==> config.mk <==
export PLATFORM = sky130hd
export DESIGN_NAME = serial_subtractor
export DESIGN_NICKNAME = d
export VERILOG_FILES = /design/src/rtl/subtractor_pkg.sv /design/src/rtl/full_subtractor.sv /design/src/rtl/halfsubtractor.sv /design/src/rtl/serial_subtractor.sv
export SDC_FILE = /design/constraint.sdc
export NUM_CORES = 1
export LEC_CHECK = 0
export BUFFER_PORTS_ARGS = -buffer_cell sky130_fd_sc_hd__buf_2
export CAP_MARGIN = 0
export CORE_MARGIN = 2
export CORE_UTILIZATION = 34
export DETAILED_ROUTE_END_ITERATION = 10
export MAX_ROUTING_LAYER = met4
export SYNTH_ARGS = -nofsm -noshare
export SYNTH_HDL_FRONTEND = slang
export SYNTH_SLANG_ARGS = --single-unit
==> constraint.sdc <==
create_clock -name clk -period 1.7 [get_ports clk]
set_clock_uncertainty 0.1 [all_clocks]
set_input_delay 0.255 -clock clk [delete_from_list [all_inputs] [get_ports clk]]
set_output_delay 0.255 -clock clk [all_outputs]
set_load 0.02 [all_outputs]
==> src/rtl/subtractor_pkg.sv <==
// Shared definitions for the bit-serial subtractor: FSM state encoding and
// the bit-counter sizing helper.
package subtractor_pkg;

    typedef enum logic [1:0] {
        IDLE  = 2'd0,
        SHIFT = 2'd1,
        DONE  = 2'd2
    } state_t;

    // A one-bit operand still needs a one-bit counter, so never return zero.
    function automatic int cnt_width(input int w);
        if (w <= 1) begin
            return 1;
        end else begin
            return $clog2(w);
        end
    endfunction

endpackage

==> src/rtl/full_subtractor.sv <==
// Full-subtractor cell built from two half subtractors; the borrow out is
// the OR of the two partial borrows.
module full_subtractor (
    input  logic a,
    input  logic b,
    input  logic bin,
    output logic diff,
    output logic bout
);

    logic d1_s;
    logic b1_s;
    logic b2_s;

    halfsubtractor u_hs_ab (
        .a    (a),
        .b    (b),
        .diff (d1_s),
        .bor  (b1_s)
    );

    halfsubtractor u_hs_bin (
        .a    (d1_s),
        .b    (bin),
        .diff (diff),
        .bor  (b2_s)
    );

    assign bout = b1_s | b2_s;

endmodule

==> src/rtl/halfsubtractor.sv <==
// Half-subtractor cell: single-bit a - b with borrow out.
module halfsubtractor (
    input  logic a,
    input  logic b,
    output logic diff,
    output logic bor
);

    assign diff = a ^ b;
    assign bor  = ~a & b;

endmodule

==> src/rtl/serial_subtractor.sv <==
// Bit-serial unsigned subtractor: computes a - b one bit per clock, LSB
// first, through a single full-subtractor cell and a registered borrow.
module serial_subtractor
    import subtractor_pkg::*;
#(
    parameter int WIDTH = 8
) (
    input  logic             clk,
    input  logic             rst_n,
    input  logic             start,
    input  logic [WIDTH-1:0] a,
    input  logic [WIDTH-1:0] b,
    output logic             busy,
    output logic             done,
    output logic [WIDTH-1:0] diff,
    output logic             bor
);

    localparam int             CW   = cnt_width(WIDTH);
    localparam logic [CW-1:0]  LAST = CW'(WIDTH - 1);
    localparam logic [CW-1:0]  ONE  = CW'(1);

    state_t           state_r;
    state_t           state_s;
    logic [WIDTH-1:0] sa_r;
    logic [WIDTH-1:0] sb_r;
    logic [WIDTH-1:0] sr_r;
    logic [WIDTH-1:0] sr_s;
    logic [CW-1:0]    cnt_r;
    logic             bin_r;
    logic             d_s;
    logic             bout_s;
    logic             last_s;
    logic             busy_s;
    logic             done_s;
    logic             busy_r;
    logic             done_r;
    logic [WIDTH-1:0] diff_r;
    logic             bor_r;

    full_subtractor u_fs (
        .a    (sa_r[0]),
        .b    (sb_r[0]),
        .bin  (bin_r),
        .diff (d_s),
        .bout (bout_s)
    );

    assign last_s = (cnt_r == LAST);
    // Concatenate-then-shift so the expression also holds for WIDTH=1.
    assign sr_s   = WIDTH'({d_s, sr_r} >> 1);

    // State register.
    always_ff @(posedge clk or negedge rst_n) begin
        if (!rst_n) begin
            state_r <= IDLE;
        end else begin
            state_r <= state_s;
        end
    end

    // Next-state logic.
    always_comb begin
        state_s = state_r;
        case (state_r)
            IDLE: begin
                if (start) begin
                    state_s = SHIFT;
                end else begin
                    state_s = IDLE;
                end
            end
            SHIFT: begin
                if (last_s) begin
                    state_s = DONE;
                end else begin
                    state_s = SHIFT;
                end
            end
            DONE:    state_s = IDLE;
            default: state_s = IDLE;
        endcase
    end

    // Output decode, computed one cycle early so the ports come from flops.
    always_comb begin
        busy_s = 1'b0;
        done_s = 1'b0;
        if (state_s == SHIFT) begin
            busy_s = 1'b1;
        end else begin
            busy_s = 1'b0;
        end
        if ((state_r == SHIFT) && last_s) begin
            done_s = 1'b1;
        end else begin
            done_s = 1'b0;
        end
    end

    // Operand shift registers, partial result, borrow flop and bit counter.
    always_ff @(posedge clk or negedge rst_n) begin
        if (!rst_n) begin
            sa_r  <= '0;
            sb_r  <= '0;
            sr_r  <= '0;
            cnt_r <= '0;
            bin_r <= 1'b0;
        end else begin
            case (state_r)
                IDLE: begin
                    if (start) begin
                        sa_r  <= a;
                        sb_r  <= b;
                        sr_r  <= '0;
                        cnt_r <= '0;
                        bin_r <= 1'b0;
                    end else begin
                        sa_r  <= sa_r;
                        sb_r  <= sb_r;
                        sr_r  <= sr_r;
                        cnt_r <= cnt_r;
                        bin_r <= bin_r;
                    end
                end
                SHIFT: begin
                    sa_r  <= sa_r >> 1;
                    sb_r  <= sb_r >> 1;
                    sr_r  <= sr_s;
                    cnt_r <= cnt_r + ONE;
                    bin_r <= bout_s;
                end
                default: begin
                    sa_r  <= sa_r;
                    sb_r  <= sb_r;
                    sr_r  <= sr_r;
                    cnt_r <= cnt_r;
                    bin_r <= bin_r;
                end
            endcase
        end
    end

    // Registered handshake and result; result only changes on completion.
    always_ff @(posedge clk or negedge rst_n) begin
        if (!rst_n) begin
            busy_r <= 1'b0;
            done_r <= 1'b0;
            diff_r <= '0;
            bor_r  <= 1'b0;
        end else begin
            busy_r <= busy_s;
            done_r <= done_s;
            if (done_s) begin
                diff_r <= sr_s;
                bor_r  <= bout_s;
            end else begin
                diff_r <= diff_r;
                bor_r  <= bor_r;
            end
        end
    end

    assign busy = busy_r;
    assign done = done_r;
    assign diff = diff_r;
    assign bor  = bor_r;

endmodule

; ---- After elaboration in Yosys (flattened, before gate mapping)
; Cells that the tools add are included.
[op_classes]
n_addsub = 1
eq_ne = 4
muxes = 15
bitwise_logic = 7
reduce_logical = 4
[op_table]
columns = cell, count
row1 = 8-bit case mux with 2 select lines, 3
row2 = 8-bit two-way mux, 3
row3 = 3-bit case mux with 2 select lines, 1
row4 = "2-bit by 1-bit == test with 1-bit output, second input constant", 2
row5 = 1-bit two-way mux, 4
row6 = 2-bit case mux with 2 select lines, 1
row7 = "3-bit by 1-bit adder with 3-bit output, second input constant", 1
row8 = "3-bit == test, second input constant", 1
row9 = 3-bit two-way mux, 1
row10 = 1-bit AND, 2
row11 = 2-bit logical NOT, 1
row12 = 2-bit two-way mux, 1
row13 = "2-bit inequality test, second input constant", 1
row14 = 1-bit NOT, 2
row15 = 1-bit case mux with 2 select lines, 1
row16 = 2-bit AND reduction, 1
row17 = 2-bit nonzero test, 1
row18 = 1-bit bitwise XOR, 2
row19 = 1-bit logical AND, 1
row20 = 1-bit OR, 1
[totals]
reg_bits = 41
in_bits = 19
wordCells = 41

; ---- Depth between registers and ports, before layout
[logic_depth]
depth_word = 5
ltp_mapped = 6

; ---- Modules after synthesis
; Synthesis repeated with hierarchy kept, for this count alone.
[hier_totals]
hier_cells = 137
area_unflattened_um2 = 1717.9
[by_module_without_submodules]
columns = module, instances, cells_each, area_per_inst_um2, seq_area_each_um2
row1 = serial_subtractor, 1, 130, 1671.6, 975.9
row2 = halfsubtractor, 2, 3, 20.0, 0.0
row3 = full_subtractor, 1, 1, 6.3, 0.0

; ---- Worst setup path after synthesis
; Ideal clock, no wire load.
[synth_path]
path_type = flip-flop to flip-flop
start = register cnt_r[0]
end = register diff_r[0] (netlist: diff[0])
arrival_ns = 1.305
slack_ns = 0.170
path_stages_with_launch = 6
n_path_buf = 1
period_less_slack_ns = 1.530
path_cell_list = dfrtp_1 ha_1 ha_1 nand3b_4 buf_6 mux2_4
[synth_between]
elab_chain_len = 3
[synth_lines]
columns = item, line
row1 = start: declaration, serial_subtractor.sv:29  ; logic [CW-1:0] cnt_r;
row2 = start signal: assignment, serial_subtractor.sv:122  ; cnt_r <= cnt_r;
row3 = start signal: assignment, serial_subtractor.sv:130  ; cnt_r <= cnt_r + ONE;
row4 = start signal: assignment, serial_subtractor.sv:137  ; cnt_r <= cnt_r;
row5 = 3-bit == test, serial_subtractor.sv:49  ; assign last_s = (cnt_r == LAST);
row6 = 1-bit logical AND, serial_subtractor.sv:94  ; if ((state_r == SHIFT) && last_s) begin
row7 = 1-bit two-way mux, serial_subtractor.sv:94
row8 = end signal: assignment, serial_subtractor.sv:155  ; diff_r <= sr_s;
row9 = end signal: assignment, serial_subtractor.sv:158  ; diff_r <= diff_r;
row10 = end: declaration, serial_subtractor.sv:38  ; logic [WIDTH-1:0] diff_r;
; No other way between the ends.
; A chain may end at the register's enable or synchronous reset.

; ---- Final worst setup path
[layout_path]
start = register cnt_r[0]
end = register diff_r[1] (netlist: diff[1])
; Same word-level chain as after synthesis.

==> impl_metrics.csv <==
group,metric,value,unit
sta,worst_pin_slew,0.5072,ns
yosys,yosys_warnings,0,
critical_path,cp-start-kind,"register",
finish,antennaDiodeCount,0,
min_path,min_from,"b[7]",
routing,detail_route.first_pass.iterations,4,
cts,cts_made_buffers,5,
sta,fmax,628.8,MHz
cts,cts_tree,"done",
global_route,antenna_found_initial,0,
critical_path,crit_required,1.77,ns
flow_run,maxCapViolations,0,
yosys,syn_inst,141,
routing,via_count,1230,
yosys,synth.distinct_cells,26,
global_route,grt_max_degree,40,
cts,insertion_delay,0.29,ns
sta,finalCritPeriodShare,0.9355,
yosys,syn-cell-area,1737,sq um
cts,numClockSinks,39,
yosys,ys_top_cells_by_count,"39 x dfrtp_1, 16 x nor2_1, 13 x o22ai_1, 13 x o32ai_1, 9 x a22o_1",
finish,final_area,2054,sq um
placement,placed_cell_area,1924,sq um
yosys,yosysSeqAreaShare,0.5620,
cts,ctsRootBufferMaster,"clkbuf_8",
routing,drtAntennaViolNets,0,
cts,cts.path.max_buffers,2,
placement,hpwl,2308,microns
critical_path,crit_type,"register to register",
routing,vias_per_cell,5.083,
sta,finalHoldViolations,0,
sta,maxSlewHeadroom,0.6619,
critical_path,critPathCaptureType,"register",
critical_path,reg2regPathDepth,4,
power,powerDensity,1875,nW/um^2
finish,syn_to_final_growth,18.30,%
yosys,syn_area_per_cell,12.32,sq um
floorplan,dieArea,5696,sq um
sta,period_needed,1.590,ns
routing,routed_wl,3417,microns
sta,fin_setup_tns,0,ns
critical_path,rrSetupSlack,0.11,ns
yosys,synth_top_area_frac,0.5620,
power,total_power,0.003852,W
routing,wl_per_cell,14.12,microns
min_path,min_path_type,"input port to register",
floorplan,die_w,75.47,microns
global_route,grt_overflow,0,
yosys,synth_edf_count,0,
sta,rsz0062_at_grt,"false",
global_route,grt_pass1_wl,5789,microns
sta,slew_violations,0,
critical_path,cp_max_fo,11,
cts,h-tree-depth,2,
floorplan,core_area,5010,sq um
power,p_leak,0.9786,nW
floorplan,pin_count,30,
finish,layout-drive-gt1-share,0.3140,
critical_path,r2r-end,"diff[1]$_DFFE_PN0P_",
routing,initialDrtViolationCount,53,
yosys,synth-seq-cells,39,
placement,port_buffers,29,
yosys,synth_nets,163,
sta,final-setup-viol-count,0,
critical_path,critical_path.startpoint,"cnt_r[0]$_DFFE_PN0P_",
yosys,ys_top_cells_by_area,"dfrtp_1 56%, o32ai_1 6.6%, mux2_4 6.1%",
yosys,synth_flop_cell,"dfrtp_1",
status,status,"finished, final reports clean",
power,vdd_drop_max,749.7,uV
floorplan,num_rows,26,
placement,gp_congestion,0.7264,
cts,path_clk_slew,0.07,ns
finish,nets,193,
floorplan,die_h,75.47,microns
yosys,synth_most_common_cell,"dfrtp_1",
critical_path,arrival,1.66,ns
routing,drc_errors,0,
yosys,synthArstFlopShare,1.000,
yosys,yosysTopAreaCell,"dfrtp_1",
critical_path,critPathCapture,"diff[1]$_DFFE_PN0P_",
floorplan,start_util,0.3467,
global_route,gr-usage-all-layers,0.1398,
global_route,grt_pass1_vias,1308,
critical_path,r2r_start,"cnt_r[0]$_DFFE_PN0P_",
-- cell type report --
cell class,instances,area (sq um)
inverter,6,22.52
multi-input combinational,85,653.1
fill,521,2955
sequential,39,975.9
clock inverter,2,35.03
clock buffer,6,82.58
timing repair buffer,34,197.7
tap,70,87.58
-- kinds of logic after synthesis --
| family | after synthesis | synth area share |
|---|---|---|
| fa+ha+maj | 3 | 0.02593 |
| flops | 39 | 0.5620 |
| simple gates | 28 | 0.08358 |
| buf+inv | 17 | 0.06340 |
| mux | 9 | 0.07277 |
| compound gates | 45 | 0.1924 |
-- layer usage --
metal	vias to the layer above	track usage	part of all wire
met5	-	-	0
met4	0	0.04094	0.0097
met3	5	0.03836	0.048
met2	42	0.2473	0.49
met1	604	0.1535	0.45
li1	579	-	-
-- flip-flops by register name, summed over array words and instances (netlist names) --
signal,count
bin_r,1
bor,1
busy,1
cnt_r,3
diff,8
done,1
sa_r,8
sb_r,8
sr_r,7
state_r,1
-- worst max-delay path, cell delays in order (launching register included) --
cell and delay (ns):
dfrtp_1 0.40, ha_1 0.21, ha_1 0.22, nand3b_4 0.19, mux2_2 0.36
-- how the worst min path moves through the flow --
stage                     slack [ns]                   to  cells past startpoint
after CTS                       0.11  sa_r[7]$_DFFE_PN0P_                      3
after global placement          0.13  diff[0]$_DFFE_PN0P_                      2
after floorplan                -0.14    bin_r$_DFFE_PN0P_                      0
after detailed placement        0.14  diff[0]$_DFFE_PN0P_                      2
after global routing            0.11  sb_r[7]$_DFFE_PN0P_                      3
final                           0.12  sb_r[7]$_DFFE_PN0P_                      3
-- repair_timing --
| item | 4_1_cts | 5_1_grt |
|---|---|---|
| setup endpoints to repair | 0 | 3 |
| setup buffers | 0 | 0 |
| resized for setup | 0 | 1 |
| hold endpoints to repair | 39 | 0 |
| hold buffers | 1 | 0 |
-- power by group --
group / leakage [nW] / switching (W) / total [W] / internal (W)
clock: 0.0612 / 0.000315 / 0.000790 / 0.000475
combinational: 0.438 / 0.000714 / 0.00140 / 0.000686
sequential: 0.479 / 0.000317 / 0.00166 / 0.00135
-- per-stage QoR --
step	util	hold slack, ns	worst slack, ns	instances
2_1_floorplan	-	-0.1406	0.1702	141
3_3_place_gp	0.3841	0.1344	0.1514	233
3_5_place_dp	0.3841	0.1403	0.1102	233
4_1_cts	0.4096	0.1139	0.1011	242
5_1_grt	0.4101	0.1112	0.009597	242
6_report	0.4101	0.1175	0.1096	242
-- cells in the final DEF (no fill, tap or decap), drive strengths merged --
cell type     n
dfrtp        39
buf          33
nor2         16
o32ai        13
o22ai        13
a22o          9
mux2          8
o21ai         8
inv           6
clkbuf        6
nand2         5
nand2b        2
ha            2
nand3b        1
mux2i         1
or2           1
o21bai        1
or4b          1
a21oi         1
and2b         1
nor2b         1
fa            1
bufinv        1
clkinv        1
dlygate4sd3   1
(Power assumes the default switching activity.)
